## src/rtl/imem_boot_loader.sv

```systemverilog
// Boot loader: receives a framed byte stream (LEN_HI, LEN_LO, payload, CHK),
// assembles big-endian 32-bit words and writes them into instruction memory.
// The core stays held in reset until a checksum-verified program is loaded.
module imem_boot_loader #(
    parameter int unsigned ADDR_W  = 8,
    parameter int unsigned DEPTH   = 256,
    parameter int unsigned TIMEOUT = 1000
) (
    input  logic              clk,
    input  logic              rst_n,
    input  logic              start_i,
    input  logic              rx_valid_i,
    input  logic [7:0]        rx_data_i,
    output logic              rx_ready_o,
    output logic              im_we_o,
    output logic [ADDR_W-1:0] im_addr_o,
    output logic [31:0]       im_wdata_o,
    output logic              cpu_hold_o,
    output logic              load_done_o,
    output logic              load_err_o,
    output logic [15:0]       words_loaded_o
);

    localparam int unsigned TMO_W = $clog2(TIMEOUT + 1);

    typedef enum logic [2:0] {
        S_IDLE,
        S_LEN_HI,
        S_LEN_LO,
        S_DATA,
        S_CHK,
        S_DONE,
        S_ERROR
    } state_t;

    state_t              state_q, state_d;
    logic [7:0]          len_hi_q, len_hi_d;
    logic [15:0]         len_q, len_d;
    logic [7:0]          chk_q, chk_d;
    logic [1:0]          byte_cnt_q, byte_cnt_d;
    logic [23:0]         word_q, word_d;
    logic [TMO_W-1:0]    tmo_q, tmo_d;
    logic [15:0]         words_q, words_d;
    logic                rx_ready_q, rx_ready_d;
    logic                im_we_q, im_we_d;
    logic [ADDR_W-1:0]   im_addr_q, im_addr_d;
    logic [31:0]         im_wdata_q, im_wdata_d;
    logic                cpu_hold_q, cpu_hold_d;
    logic                load_done_q, load_done_d;
    logic                load_err_q, load_err_d;

    logic                accept_c;
    logic [15:0]         len_full_c;

    assign accept_c   = rx_valid_i & rx_ready_q;
    assign len_full_c = {len_hi_q, rx_data_i};

    // Next-state, datapath and registered-output decode
    always_comb begin
        state_d     = state_q;
        len_hi_d    = len_hi_q;
        len_d       = len_q;
        chk_d       = chk_q;
        byte_cnt_d  = byte_cnt_q;
        word_d      = word_q;
        tmo_d       = tmo_q;
        words_d     = words_q;
        im_we_d     = 1'b0;
        im_addr_d   = im_addr_q;
        im_wdata_d  = im_wdata_q;

        case (state_q)
            S_IDLE, S_DONE, S_ERROR: begin
                if (start_i) begin
                    state_d    = S_LEN_HI;
                    words_d    = 16'd0;
                    chk_d      = 8'd0;
                    byte_cnt_d = 2'd0;
                end
            end
            S_LEN_HI: begin
                if (accept_c) begin
                    len_hi_d = rx_data_i;
                    chk_d    = chk_q ^ rx_data_i;
                    state_d  = S_LEN_LO;
                end
            end
            S_LEN_LO: begin
                if (accept_c) begin
                    len_d = len_full_c;
                    chk_d = chk_q ^ rx_data_i;
                    if (len_full_c > 16'(DEPTH)) begin
                        state_d = S_ERROR;
                    end else if (len_full_c == 16'd0) begin
                        state_d = S_CHK;
                    end else begin
                        state_d = S_DATA;
                    end
                end
            end
            S_DATA: begin
                if (accept_c) begin
                    chk_d      = chk_q ^ rx_data_i;
                    word_d     = {word_q[15:0], rx_data_i};
                    byte_cnt_d = byte_cnt_q + 2'd1;
                    if (byte_cnt_q == 2'd3) begin
                        im_we_d    = 1'b1;
                        im_addr_d  = words_q[ADDR_W-1:0];
                        im_wdata_d = {word_q, rx_data_i};
                        words_d    = words_q + 16'd1;
                        if ((words_q + 16'd1) == len_q) begin
                            state_d = S_CHK;
                        end
                    end
                end
            end
            S_CHK: begin
                if (accept_c) begin
                    state_d = (rx_data_i == chk_q) ? S_DONE : S_ERROR;
                end
            end
            default: state_d = S_IDLE;
        endcase

        // Inter-byte idle watchdog, active only once a frame has begun
        if (state_q == S_LEN_LO || state_q == S_DATA || state_q == S_CHK) begin
            if (accept_c) begin
                tmo_d = '0;
            end else begin
                tmo_d = tmo_q + TMO_W'(1);
                if (tmo_d == TMO_W'(TIMEOUT)) begin
                    state_d = S_ERROR;
                end
            end
        end else begin
            tmo_d = '0;
        end

        rx_ready_d  = (state_d == S_LEN_HI) || (state_d == S_LEN_LO) ||
                      (state_d == S_DATA)   || (state_d == S_CHK);
        cpu_hold_d  = (state_d != S_DONE);
        load_done_d = (state_d == S_DONE);
        load_err_d  = (state_d == S_ERROR);
    end

    // State and output registers
    always_ff @(posedge clk or negedge rst_n) begin
        if (!rst_n) begin
            state_q     <= S_IDLE;
            len_hi_q    <= 8'd0;
            len_q       <= 16'd0;
            chk_q       <= 8'd0;
            byte_cnt_q  <= 2'd0;
            word_q      <= 24'd0;
            tmo_q       <= '0;
            words_q     <= 16'd0;
            rx_ready_q  <= 1'b0;
            im_we_q     <= 1'b0;
            im_addr_q   <= '0;
            im_wdata_q  <= 32'd0;
            cpu_hold_q  <= 1'b1;
            load_done_q <= 1'b0;
            load_err_q  <= 1'b0;
        end else begin
            state_q     <= state_d;
            len_hi_q    <= len_hi_d;
            len_q       <= len_d;
            chk_q       <= chk_d;
            byte_cnt_q  <= byte_cnt_d;
            word_q      <= word_d;
            tmo_q       <= tmo_d;
            words_q     <= words_d;
            rx_ready_q  <= rx_ready_d;
            im_we_q     <= im_we_d;
            im_addr_q   <= im_addr_d;
            im_wdata_q  <= im_wdata_d;
            cpu_hold_q  <= cpu_hold_d;
            load_done_q <= load_done_d;
            load_err_q  <= load_err_d;
        end
    end

    assign rx_ready_o     = rx_ready_q;
    assign im_we_o        = im_we_q;
    assign im_addr_o      = im_addr_q;
    assign im_wdata_o     = im_wdata_q;
    assign cpu_hold_o     = cpu_hold_q;
    assign load_done_o    = load_done_q;
    assign load_err_o     = load_err_q;
    assign words_loaded_o = words_q;

endmodule

```

## config.mk

```make
export PLATFORM = sky130hd
export DESIGN_NAME = imem_boot_loader
export DESIGN_NICKNAME = d
export VERILOG_FILES = /design/src/rtl/imem_boot_loader.sv
export SDC_FILE = /design/constraint.sdc
export NUM_CORES = 1
export LEC_CHECK = 0
export ABC_AREA = 1
export CAP_MARGIN = 20
export CELL_PAD_IN_SITES_DETAIL_PLACEMENT = 0
export CELL_PAD_IN_SITES_GLOBAL_PLACEMENT = 1
export CORE_MARGIN = 2
export CORE_UTILIZATION = 38
export CTS_BUF_LIST = sky130_fd_sc_hd__clkbuf_16
export CTS_CLUSTER_DIAMETER = 80
export DETAILED_ROUTE_END_ITERATION = 10
export PLACE_DENSITY_LB_ADDON = 0.25
export SETUP_SLACK_MARGIN = 0.5
export SYNTH_ARGS = -nofsm -noshare
export SYNTH_HDL_FRONTEND = slang
export SYNTH_SLANG_ARGS = --single-unit
```

## constraint.sdc

```tcl
create_clock -name clk -period 1.9 [get_ports clk]
set_input_delay 0.38 -clock clk [delete_from_list [all_inputs] [get_ports clk]]
set_output_delay 0.38 -clock clk [all_outputs]
set_load 0.1 [all_outputs]
```

==> results of run 1 <==
-- synthesized netlist by cell type --
cell,count
o21bai_1,1
mux2_2,2
buf_2,14
nand3b_1,8
dfrtp_1,131
xnor3_1,2
a21oi_1,3
a21oi_2,1
nand3_1,30
nand2_2,11
or2_2,1
ha_1,3
o21ai_0,64
a31oi_1,1
nor2_1,41
clkbuf_8,1
o211ai_1,3
clkinv_2,1
xnor2_1,9
nor3b_1,1
nand4_1,7
nand2_4,1
nand3_2,6
nor3_2,1
nor2_2,7
nor2_4,7
o22ai_1,12
o31ai_1,8
o21ai_2,2
dfstp_2,1
clkbuf_1,6
o21ai_1,33
inv_2,11
a21boi_1,1
nor3_1,2
inv_1,82
nand2_1,201
xor2_1,6
-- layout make-up --
type | count | area [sq um]
tap | 216 | 270
clock buffer | 17 | 425
inverter | 94 | 390
multi-input combinational | 476 | 3610
sequential | 132 | 3370
timing repair inverter | 2 | 36.3
clock inverter | 15 | 121
fill | 958 | 4020
timing repair buffer | 264 | 3640
-- final timing paths --
kind,startpoint,end,depth (start not counted)
max reg2reg,words_loaded_o[0]$_DFFE_PN0P_,load_done_o$_DFF_PN0_,18
min,len_hi_q[7]$_DFFE_PN0P_,len_hi_q[7]$_DFFE_PN0P_,2
max in group asynchronous,rst_n,cpu_hold_o$_DFF_PN1_,3
min reg2reg,len_hi_q[7]$_DFFE_PN0P_,len_hi_q[7]$_DFFE_PN0P_,2
max,words_loaded_o[0]$_DFFE_PN0P_,load_done_o$_DFF_PN0_,18
min in group asynchronous,rst_n,im_addr_o[2]$_DFFE_PN0P_,3
-- registers in the layout (all words and copies together), names as in the netlist --
name            cells
im_wdata_o         32
word_q             24
len_q              16
words_loaded_o     16
tmo_q              10
chk_q               8
im_addr_o           8
len_hi_q            8
state_q             3
byte_cnt_q          2
cpu_hold_o          1
im_we_o             1
load_done_o         1
load_err_o          1
rx_ready_o          1
-- cell families (layout without fill, tap and decap cells) --
group	count (synthesis)	after routing
AND/OR/NAND/NOR	324	325
XOR/XNOR	17	17
adder cells (fa/ha/maj)	3	3
multiplexers	2	2
buffers and inverters	115	392
AO/OA/AOI/OAI	129	129
flip-flops	132	132
-- cell usage in the layout, fill, tap and decap left out, drive strengths merged --
| cell | instances |
|---|---|
| dlygate4sd2 | 1 |
| nor3b | 1 |
| dfrtp | 131 |
| mux2 | 2 |
| nand4 | 7 |
| or2 | 1 |
| a31oi | 1 |
| nand2 | 214 |
| o21ai | 99 |
| o22ai | 12 |
| clkbuf | 23 |
| bufbuf | 1 |
| ha | 3 |
| xor2 | 6 |
| nor2 | 55 |
| clkdlybuf4s50 | 9 |
| o211ai | 3 |
| buf | 246 |
| a21boi | 1 |
| nand3b | 8 |
| inv | 102 |
| o31ai | 8 |
| nand3 | 36 |
| o21bai | 1 |
| clkinvlp | 2 |
| dlygate4sd3 | 1 |
| clkinv | 7 |
| nor3 | 3 |
| xnor2 | 9 |
| xnor3 | 2 |
| dfstp | 1 |
| a21oi | 4 |
-- layer usage --
layer	vias up	GRT usage (%)	part of all wire (%)
li1	2873	-	-
met1	3156	30.0	40
met2	218	41.2	52
met3	59	4.82	5.2
met4	0	7.43	2.8
met5	-	0	0
-- worst reg2reg max path: stages (launching register included) --
cell and delay (ns):
dfrtp_4 0.44, ha_4 0.18, nand2_4 0.07, nor2_4 0.15
nand2_1 0.07, nand2_1 0.10, nand2_1 0.08, nand2_1 0.07
nand2_2 0.06, nor2_4 0.14, nand2_2 0.08, nor2_4 0.12
nand3_1 0.10, nand2_2 0.12, nand2_2 0.06, nand2_2 0.09
inv_2 0.05, nand3_2 0.06, inv_2 0.03
-- power by group through the flow --
stage	registers, mW	logic (mW)	clock network [mW]
floorplan	6.71	2.47	0
global placement	4.62	7.06	0
detailed placement	4.65	7.17	0
CTS	4.76	9.48	3.09
global route	5.01	12.2	3.27
finish	4.94	11.7	3.10
-- what timing repair did --
item                       4_1_cts  5_1_grt
gates resized for setup        261      197
setup endpoints to repair      176      185
setup buffers                   46       39
hold endpoints to repair        60        0
pin swaps                       34       42
hold buffers                     1        0
gates cloned                    22        7
==> metrics.yaml, run 1 <==
h-tree-depth: 4
slowest_delay_ns: 0.44
power_frac_comb_pct: 59.2
syn_area_sq_mm: 0.00617
grtUsageTotal_pct: 23.8
cts_buffer_depth: 2
num_rows: 46
p_leak_nw: 5.47
post-route-util_pct: 74.7
ys_warn_count: 0
die_w_microns: 131
maxSlewViolCount: 0
dp.cells: 1069
place.port_buffers: 72
diodes: 0
switching_share_pct: 46.1
fin_area_sq_mm: 0.0119
worst_hold_path_type: "flip-flop to flip-flop"
die-area_sq_mm: 0.0173
synthSimpleGateAreaFrac_pct: 23.7
core_sq_mm: 0.0159
fin_ws_ns: -0.260
setup_violations: 70
whs_ns: 0.500
post-synth-top-area-cell: "dfrtp_1"
synthDistinctLibCells: 38
path_buf_inv: 2
syn_inst: 722
synth-xor-area-share_pct: 2.86
finalSetupTns_ns: -6.43
worst_slew_pin_slew_ns: 0.420
period_share_pct: 114
syn_area_per_cell_sq_um: 8.54
rsz0062_at_grt: "yes"
crit_required_ns: 2.23
cp_common_cell: "nand2_2"
muxShareOfSynthArea_pct: 0.365
crit_family: "simple AND/OR/NAND/NOR gates"
finalCriticalPeriod_ns: 2.16
cp_cell_sequence: "ha_4, nand2_4, nor2_4, nand2_1, nand2_1, nand2_1, nand2_1, nand2_2, nor2_4, nand2_2, nor2_4, nand3_1, nand2_2, nand2_2, nand2_2, inv_2, nand3_2, inv_2"
vias: 6306
synth_seq_cells: 132
worst_slew_margin_rel_pct: 72.0
place.gp.congestion: 0.846
io_pins: 73
grt_pass1_wl_microns: 32500
seq_area_frac_synth_pct: 53.6
dpl_worst_slack_ns: -0.365
clk_latency_ns: 0.43
synth_top_area_share_pct: 53.2
dp_hpwl_microns: 11300
clkTransAtPathRegs_ns: 0.06
power.total_mw: 19.7
status: "finished, violations left"
pwr-share-clk_pct: 15.8
cts_tree: "yes"
drtAntennaViolNets: 0
post_layout_nonfiller_instances: 1216
hold_violations: 0
cts_root_buffer: "clkbuf_16"
synthAdderAreaFrac_pct: 0.609
synth_top_family_by_area: "simple AND/OR/NAND/NOR gates"
cap_violations: 0
cp-start-kind: "flip-flop"
ir_drop_mv: 1.25
syn_nets: 737
grt_overflow: 0
worstSetupPathType: "flip-flop to flip-flop"
endpoint_kind: "flip-flop"
area_growth_pct: 92.4
synth_compound_gate_area_share_pct: 11.4
r2r_slack_ns: -0.26
powerDensity_mw_per_mm2: 1660
grt_antenna_before_repair: 0
fmax_mhz: 463
cts.sinks: 132
fin_nets: 1002
fin_skew_ns: 0.0128
viasPerCell: 5.19
cts_buffers: 17
grt_pass1_vias: 6268
die_y_microns: 131
drt_iter0_markers: 438
violations: "setup timing"
netSwitchingPower_mw: 9.10
cp_data_arrival_time_ns: 2.49
sequentialPowerShare_pct: 25.1
drc: 0
cp_slowest_cell: "dfrtp_4"
wl_per_cell_microns: 18.6
routed_wl_microns: 22600
final_layout_size_suffix_gt1_share_pct: 57.1
floorplan.initialDensity_pct: 38.8
first_pass_iters: 5
grt_max_degree: 73
cp_max_fo: 5
yosys-top-cells-area: "dfrtp_1, nand2_1, o21ai_0"
power.internal_mw: 10.6
placed_cell_area_sq_mm: 0.00833
(Power assumes the default switching activity.)
==> run 2, diff against run 1 <==
--- a/config.mk
+++ b/config.mk
@@ -9,8 +9,8 @@
 export CAP_MARGIN = 20
 export CELL_PAD_IN_SITES_DETAIL_PLACEMENT = 0
 export CELL_PAD_IN_SITES_GLOBAL_PLACEMENT = 1
-export CORE_MARGIN = 2
-export CORE_UTILIZATION = 38
+export CORE_MARGIN = 10
+export CORE_UTILIZATION = 45
 export CTS_BUF_LIST = sky130_fd_sc_hd__clkbuf_16
 export CTS_CLUSTER_DIAMETER = 80
 export DETAILED_ROUTE_END_ITERATION = 10
==> constraint.sdc (replaced) <==
create_clock -name clk -period 2.7 [get_ports clk]
set_input_delay 0.54 -clock clk [delete_from_list [all_inputs] [get_ports clk]]
set_output_delay 0.54 -clock clk [all_outputs]
set_load 0.1 [all_outputs]
==> metrics.yaml, run 2 (synthesized netlist as in run 1, its figures left out) <==
finalCriticalPeriod_ns: 2.18  # +0.0173 ns
maxSlewViolCount: 0  # unchanged
period_share_pct: 80.6  # -33 points
worst_slew_pin_slew_ns: 0.648  # +0.228 ns
status: "complete, no violations"
diodes: 0  # unchanged
final_layout_size_suffix_gt1_share_pct: 22.6  # -35 points
fin_skew_ns: 0.0139  # +0.00112 ns
routed_wl_microns: 15100  # -33%
worst_hold_path_type: "input port to asynchronous set/reset pin"
cts_tree: "yes"
wl_per_cell_microns: 15.1  # -19%
grt_max_degree: 50  # -32%
die_w_microns: 137  # +4.3%
cp-start-kind: "flip-flop"
clk_latency_ns: 0.42  # about the same
worstSetupPathType: "flip-flop to flip-flop"
path_buf_inv: 3  # +1
first_pass_iters: 7  # +2
hold_violations: 0  # unchanged
cp_slowest_cell: "dfrtp_4"
cp_max_fo: 6  # +1
io_pins: 73  # unchanged
grt_pass1_vias: 4932  # -21%
fmax_mhz: 459  # -0.79%
grt_overflow: 0  # unchanged
ff2ff_path_depth: 18  # unchanged
cts_root_buffer: "clkbuf_16"
core_sq_mm: 0.0133  # -16%
p_leak_nw: 3.68  # -33%
crit_family: "simple AND/OR/NAND/NOR gates"
die_y_microns: 137  # +4.3%
grtUsageTotal_pct: 17.0  # -6.8 points
powerDensity_mw_per_mm2: 1260  # -24%
drc: 0  # unchanged
die-area_sq_mm: 0.0188  # +8.8%
drt_iter0_markers: 302  # -31%
area_growth_pct: 25.2
cts.hold.buffers_added: 0  # -1
rsz0062_at_grt: "yes"
place.gp.congestion: 0.849  # +0.35%
post-route-util_pct: 57.9  # -17 points
cts_buffers: 17  # unchanged
cp_common_cell: "nand2_1"
fin_area_sq_mm: 0.00772  # -35%
crit_required_ns: 3.01  # +0.78 ns
drtAntennaViolNets: 0  # unchanged
worst_slew_margin_rel_pct: 56.8  # -15 points
cts_buffer_depth: 2  # unchanged
grt_antenna_before_repair: 0  # unchanged
fin_nets: 826  # -18%
finalSetupTns_ns: 0  # +6.43 ns
placed_cell_area_sq_mm: 0.00699  # -16%
viasPerCell: 4.99  # -3.8%
setup_violations: 0  # -100%
r2r_slack_ns: 0.52  # +0.78 ns
clkTransAtPathRegs_ns: 0.06  # about the same
grt_pass1_wl_microns: 25300  # -22%
endpoint_kind: "flip-flop"
floorplan.initialDensity_pct: 46.2  # +7.4 points
cap_violations: 0  # unchanged
place.port_buffers: 72  # unchanged
cts.sinks: 132  # unchanged
timing.rr.end: "load_done_o$_DFF_PN0_"
vias: 4988  # -21%
slowest_delay_ns: 0.51  # +0.07 ns
ir_drop_mv: 0.845  # -33%
cp_cell_sequence: "ha_4, nand2_4, nor2_4, nand2_1, nand2_1, buf_4, nand3b_1, nand2_1, nor2_1, nand2_1, nor2_2, nand3_1, nand2_2, nand2_2, nand2_2, inv_2, nand3_2, inv_2"
whs_ns: 0.148  # -0.352 ns
largest_reg_flops: 32  # unchanged
num_rows: 42  # -8.7%
final_common_cell: "nand2_1"
final_cell_mix: "nand2_1, dfrtp_1, inv_1, buf_4, o21ai_0"
dp_hpwl_microns: 10700  # -4.9%
r2r_start: "words_loaded_o[1]$_DFFE_PN0P_"
cp_data_arrival_time_ns: 2.49  # about the same
h-tree-depth: 4  # unchanged
run 2: how the worst max path moves through the flow:
stage | from | end | slack (ns) | cells past startpoint
6_report | words_loaded_o[1]$_DFFE_PN0P_ | load_done_o$_DFF_PN0_ | 0.52 | 18
5_1_grt | words_loaded_o[1]$_DFFE_PN0P_ | load_done_o$_DFF_PN0_ | 0.37 | 18
4_1_cts | tmo_q[0]$_DFF_PN0_ | load_done_o$_DFF_PN0_ | 0.52 | 16
3_5_place_dp | rx_valid_i | load_done_o$_DFF_PN0_ | 0.22 | 16
3_3_place_gp | rx_valid_i | load_done_o$_DFF_PN0_ | 0.29 | 16
2_1_floorplan | words_loaded_o[13]$_DFFE_PN0P_ | load_done_o$_DFF_PN0_ | 0.52 | 15
run 2: power by group:
| group | total, mW | leakage, nW | switching [mW] | internal, mW |
|---|---|---|---|---|
| clock | 2.31 | 0.294 | 0.870 | 1.44 |
| combinational | 4.30 | 1.69 | 3.19 | 1.11 |
| sequential | 3.13 | 1.69 | 0.460 | 2.67 |
run 2: area by class of cell:
class | instances | area [sq um]
clock buffers | 17 | 425
clock inverters | 15 | 169
fillers | 1215 | 5630
inverters | 94 | 359
multi-input cells | 475 | 2450
flip-flops and latches | 132 | 3330
well taps | 176 | 220
repair buffers | 91 | 766
run 2: routing by layer:
layer / global-route usage, % / routed length (microns) / vias to the layer above
met4: 5.85 / 209 / 0
met2: 26.5 / 7130 / 116
met1: 22.4 / 6830 / 2354
met5: 0 / 0 / -
met3: 4.40 / 892 / 16
li1: - / - / 2502
run 2: what timing repair did:
item,in CTS,in global routing
gates resized for setup,7,11
cloned,0,1
endpoints found under the hold margin,0,0
pin swaps,2,11
buffers inserted,2,3
setup endpoints to repair,37,39
run 2: through the flow:
| stage | total power, mW | worst slack (ns) | std cells |
|---|---|---|---|
| CTS | 9.78 | 0.519 | 996 |
| global placement | 7.34 | 0.285 | 962 |
| finish | 9.74 | 0.523 | 1000 |
| floorplan | 6.33 | 0.518 | 722 |
| detailed placement | 7.40 | 0.219 | 962 |
| global route | 10.4 | 0.367 | 1000 |
